## src/rtl/instr_loader.sv

```systemverilog
// Byte-stream program loader feeding the fetch stage's instruction-memory write port.
// Optional trailing XOR checksum byte after the HALT word when LOADER_CHECKSUM_EN is defined.
module instr_loader #(
  parameter int unsigned           INSTMEM_SIZE = 8,
  parameter int unsigned           MEM_SIZE     = 8,
  parameter int unsigned           INST_SIZE    = 32,
  parameter logic [INST_SIZE-1:0]  HALT_INSTR   = 32'hFFFFFFFF
) (
  input  logic                    i_clock,
  input  logic                    i_reset,
  input  logic                    i_start,
  input  logic [7:0]              i_rx_data,
  input  logic                    i_rx_valid,
  output logic                    o_write_en,
  output logic [MEM_SIZE-1:0]     o_write_data,
  output logic [INSTMEM_SIZE-1:0] o_write_addr,
  output logic                    o_instrmem_en,
  output logic                    o_pc_reset,
  output logic                    o_busy,
  output logic                    o_done,
  output logic                    o_error,
  output logic [INSTMEM_SIZE-3:0] o_word_count
);

  localparam int unsigned WcW = INSTMEM_SIZE - 2;
  localparam logic [INSTMEM_SIZE-1:0] PtrOne = INSTMEM_SIZE'(1);
  localparam logic [WcW-1:0]          WcOne  = WcW'(1);

`ifdef LOADER_CHECKSUM_EN
  typedef enum logic [2:0] {
    StIdle  = 3'd0,
    StLoad  = 3'd1,
    StCheck = 3'd2,
    StDone  = 3'd3,
    StError = 3'd4
  } state_e;
`else
  typedef enum logic [2:0] {
    StIdle  = 3'd0,
    StLoad  = 3'd1,
    StDone  = 3'd3,
    StError = 3'd4
  } state_e;
`endif

  state_e                  state_q, state_d;
  logic [INSTMEM_SIZE-1:0] ptr_q, ptr_d;
  // Only the three most recent bytes are kept; the full word is {word_q, incoming byte}.
  logic [INST_SIZE-9:0]    word_q, word_d;
  logic [INST_SIZE-1:0]    word_next;
  logic [WcW-1:0]          wcnt_q, wcnt_d;
  logic                    write_en_q, write_en_d;
  logic [MEM_SIZE-1:0]     write_data_q, write_data_d;
  logic [INSTMEM_SIZE-1:0] write_addr_q, write_addr_d;
`ifdef LOADER_CHECKSUM_EN
  logic [7:0]              csum_q, csum_d;
`endif

  always_comb begin
    state_d      = state_q;
    ptr_d        = ptr_q;
    word_d       = word_q;
    wcnt_d       = wcnt_q;
    write_en_d   = 1'b0;
    write_data_d = write_data_q;
    write_addr_d = write_addr_q;
    word_next    = {word_q, i_rx_data};
`ifdef LOADER_CHECKSUM_EN
    csum_d       = csum_q;
`endif

    unique case (state_q)
      StIdle, StDone, StError: begin
        if (i_start) begin
          state_d = StLoad;
          ptr_d   = '0;
          word_d  = '0;
          wcnt_d  = '0;
`ifdef LOADER_CHECKSUM_EN
          csum_d  = '0;
`endif
        end
      end
      StLoad: begin
        if (i_rx_valid) begin
          write_en_d   = 1'b1;
          write_data_d = MEM_SIZE'(i_rx_data);
          write_addr_d = ptr_q;
          word_d       = word_next[INST_SIZE-9:0];
`ifdef LOADER_CHECKSUM_EN
          csum_d       = csum_q ^ i_rx_data;
`endif
          // Saturate rather than wrap; the last address always ends the load anyway.
          if (ptr_q != '1) begin
            ptr_d = ptr_q + PtrOne;
          end
          if (ptr_q[1:0] == 2'b11) begin
            wcnt_d = wcnt_q + WcOne;
            if (word_next == HALT_INSTR) begin
`ifdef LOADER_CHECKSUM_EN
              state_d = StCheck;
`else
              state_d = StDone;
`endif
            end else if (ptr_q == '1) begin
              state_d = StError;
            end
          end
        end
      end
`ifdef LOADER_CHECKSUM_EN
      StCheck: begin
        if (i_rx_valid) begin
          state_d = (i_rx_data == csum_q) ? StDone : StError;
        end
      end
`endif
      default: state_d = StIdle;
    endcase
  end

  always_ff @(posedge i_clock or posedge i_reset) begin
    if (i_reset) begin
      state_q      <= StIdle;
      ptr_q        <= '0;
      word_q       <= '0;
      wcnt_q       <= '0;
      write_en_q   <= 1'b0;
      write_data_q <= '0;
      write_addr_q <= '0;
`ifdef LOADER_CHECKSUM_EN
      csum_q       <= '0;
`endif
    end else begin
      state_q      <= state_d;
      ptr_q        <= ptr_d;
      word_q       <= word_d;
      wcnt_q       <= wcnt_d;
      write_en_q   <= write_en_d;
      write_data_q <= write_data_d;
      write_addr_q <= write_addr_d;
`ifdef LOADER_CHECKSUM_EN
      csum_q       <= csum_d;
`endif
    end
  end

  logic busy;
`ifdef LOADER_CHECKSUM_EN
  assign busy = (state_q == StLoad) || (state_q == StCheck);
`else
  assign busy = (state_q == StLoad);
`endif

  assign o_write_en    = write_en_q;
  assign o_write_data  = write_data_q;
  assign o_write_addr  = write_addr_q;
  assign o_instrmem_en = busy;
  assign o_pc_reset    = busy;
  assign o_busy        = busy;
  assign o_done        = (state_q == StDone);
  assign o_error       = (state_q == StError);
  assign o_word_count  = wcnt_q;

endmodule
```

## config.mk

```make
export PLATFORM = sky130hd
export DESIGN_NAME = instr_loader
export DESIGN_NICKNAME = d
export VERILOG_FILES = /design/src/rtl/instr_loader.sv
export SDC_FILE = /design/constraint.sdc
export NUM_CORES = 1
export LEC_CHECK = 0
export CAP_MARGIN = 25
export CORE_UTILIZATION = 33
export DETAILED_ROUTE_END_ITERATION = 10
export GPL_TIMING_DRIVEN = 0
export SETUP_SLACK_MARGIN = 0.5
export SYNTH_ARGS = -nofsm -noshare
export SYNTH_HDL_FRONTEND = slang
export SYNTH_SLANG_ARGS = --single-unit
```

## constraint.sdc

```tcl
create_clock -name i_clock -period 4.5 [get_ports i_clock]
set_input_delay 1.35 -clock i_clock [delete_from_list [all_inputs] [get_ports i_clock]]
set_output_delay 1.35 -clock i_clock [all_outputs]
set_load 0.01 [all_outputs]
```

==> results.yml <==
place:
  globalplace.congestion: 0.785
  port-buffer-count: 39
  dp.cells: 393
  place_hpwl_mm: 4.13
  place_area_um2: 3230
worst_setup_path:
  r2r-start: "ptr_q[0]$_DFFE_PP0P_"
  critPathCaptureType: "output pin"
  crit_fanout: 12
  r2r-end: "ptr_q[7]$_DFFE_PP0P_"
  required_ps: 3150
  reg2reg_slack_ps: 2490
  worstSetupStartpointType: "flop"
  r2r_cells: 6
  critPathKind: "reg -> out"
  timing.critical_path.arrival_ps: 2380
cells_and_area:
  area_growth_pct: 27.5
  diodes: 0
  multi_input_area_um2: 1130
  finalNonFillerCells: 409
  nets: 316
  register_area_um2: 1450
  layout-drive-gt1-share_pct: 17.3
  nFillCells: 780
  final_area_um2: 3440
clock_network:
  cts_root_buffer: "clkbuf_8"
  htreeDepth: 3
  cts_tree: "yes"
  numCtsBuffers: 9
  cts_buffer_depth: 2
  clk_pin_slew_ps: 60
  clk_latency_ps: 330
  cts_resized: 0
  cts_num_sinks: 58
  postCtsSetupBuffers: 0
  postCtsHoldBufs: 0
pwr:
  p_sw_share_pct: 28.6
  power_frac_comb_pct: 20.3
  p_total_uw: 1500
  p_sw_uw: 429
  p_clk_share_pct: 32.8
  power_frac_seq_pct: 46.9
  p_leak_uw: 0.00149
  internal_power_uw: 1070
  peakVddDrop_mv: 0.292
  powerDensity_nw_per_um2: 437
timing:
  finalSetupTns_ps: 0
  max_freq_ghz: 0.268
  report.final.setup_viol: 0
  timing.hold.ws_ps: 490
  slew_violations: 0
  tightestPinTransition_ps: 633
  max_slew_margin_pct: 57.4
  grt_setup_unrepaired: "no"
  finalCritPeriodShare_pct: 82.9
  period_minus_slack_ps: 3730
  final-hold-violation-count: 0
  clock_skew_ps: 8.33
synthesis:
  synth.distinct_cells: 44
  syn_area_um2: 2690
  synth_flop_cell: "dfrtp_1"
  syn_avg_cell_area_um2: 10.7
  synth_edf_count: 0
  syn_nets: 265
  synth_cells: 251
  synthArstFlopShare_pct: 100
  ys_seq_area_share_pct: 53.9
  ys_ff_latch: 58
  ys.warnings.count: 0
global_route:
  grt_pass1_vias: 1964
  antenna_found_initial: 0
  grt_first_pass_wirelength_mm: 10.1
  grt_usage_pct: 15.4
  overflow: 0
  grt_max_degree: 36
route:
  drt_pre_antenna_iters: 4
  vias_per_cell: 5.10
  wire_per_inst_um: 14.4
  drtAntennaViolNets: 0
  dr_total_vias: 2087
  remaining_drc_errors: 0
  drt-initial-drc-count: 127
  routed_wl_mm: 5.91
outcome:
  status: "finished clean"
min_path:
  worstHoldEndpoint: "word_q[16]$_DFFE_PP0P_"
  hold_path_startpoint: "word_q[16]$_DFFE_PP0P_"
  whs_path_depth: 2
  min_path_type: "reg -> reg"
floorplan:
  io-pin-count: 40
  die_x_um: 92.4
  die_h_um: 92.4
  die_area_um2: 8530
  row_count: 32
  fp.coreArea_um2: 7810
  initial_core_util_pct: 34.5
flow_run:
  drv_cap: 0
per-layer routing:
metal  wire length (µm)  vias to the layer above  part of all wire (%)  track usage [%]
met2               2520                       51                    43             20.8
li1                   -                     1021                     -                -
met5                  0                        -                     0                0
met4                 98                        0                   1.7             8.46
met1               3060                     1008                    52             22.9
met3                228                        7                   3.9             2.87
kinds of logic (layout without fill, tap and decap cells):
kind of cell / count (synthesis) / count (layout) / share of synthesized area [%]
AND/OR/NAND/NOR: 98 / 98 / 20.0
flip-flops: 58 / 58 / 53.9
AO/OA/AOI/OAI: 49 / 49 / 11.9
multiplexers: 22 / 22 / 8.92
buffers and inverters: 22 / 78 / 4.32
adder cells (fa/ha/maj): 2 / 2 / 0.929
power by group through the flow:
stage	logic (µW)	clock network [µW]	registers, µW
global placement	302	0	708
detailed placement	308	0	711
global route	338	530	722
finish	305	492	704
floorplan	148	0	711
CTS	311	507	704
area by class of cell:
class                   instances  share of cell area, %
flip-flops and latches         58                   42.2
multi-input cells             171                   32.8
repair buffers                 40                   11.9
clock buffers                  11                   4.41
well taps                     102                   3.71
plain buffers                  17                   2.84
clock inverters                 5                   1.53
inverters                       5                  0.546
worst max-delay path, cell delays in order, from the launching register on:
cell and delay [ps]:
dfrtp_1 410, buf_2 220, nor3b_2 270, clkbuf_1 440, buf_4 190, clkdlybuf4s50_1 520
worst max path at each step:
stage                                start                           to  slack [ps]  depth (start not counted)
floorplan                          i_reset  o_word_count[0]$_DFFE_PP0P_        1720                          1
global placement                   i_reset       word_q[18]$_DFFE_PP0P_         590                          2
detailed placement  state_q[0]$_DFFE_PP0P_                   o_pc_reset        1130                          5
CTS                 state_q[0]$_DFFE_PP0P_                   o_pc_reset         750                          5
global route        state_q[0]$_DFFE_PP0P_                o_instrmem_en         610                          5
finish              state_q[0]$_DFFE_PP0P_                   o_pc_reset         770                          5
cell usage in the layout, fill, tap and decap left out, types with 7 or more instances in the layout:
cell and count:
buf_4 7, nand3_1 7, nand4_1 9, clkdlybuf4s50_1 39, o21ai_1 11, dfrtp_1 58
o21ai_0 9, nand2_1 46, a21oi_1 7, a22o_1 8, mux2_2 16, clkbuf_8 11
cells in the mapped netlist, types with 4 or more instances:
cell / instances / share of area [%]
inv_1: 5 / 0.70
o21ai_1: 11 / 2.0
nand2_1: 46 / 6.4
mux2i_1: 6 / 2.2
o21ai_0: 9 / 1.7
a22o_1: 8 / 2.6
dfrtp_1: 58 / 54
or3_1: 6 / 1.4
a21oi_1: 7 / 1.3
buf_4: 7 / 2.0
nor4_1: 4 / 0.93
nand3_1: 7 / 1.3
mux2_2: 16 / 6.7
nand4_1: 9 / 2.1
buf_2: 6 / 1.1
clkbuf_1: 4 / 0.56
registers in the layout, summed over array words and instances (netlist names):
signal,flops
ptr_q,8
o_write_data,8
o_word_count,6
o_write_addr,8
o_write_en,1
state_q,3
word_q,24
through the flow:
stage                     util, %  setup slack, ps
after floorplan                 -             1720
after global placement       41.1              593
after detailed placement     41.4             1130
after CTS                    44.0              747
after global routing         44.0              611
final                        44.0              771
Power figures use the tool's default switching activity.
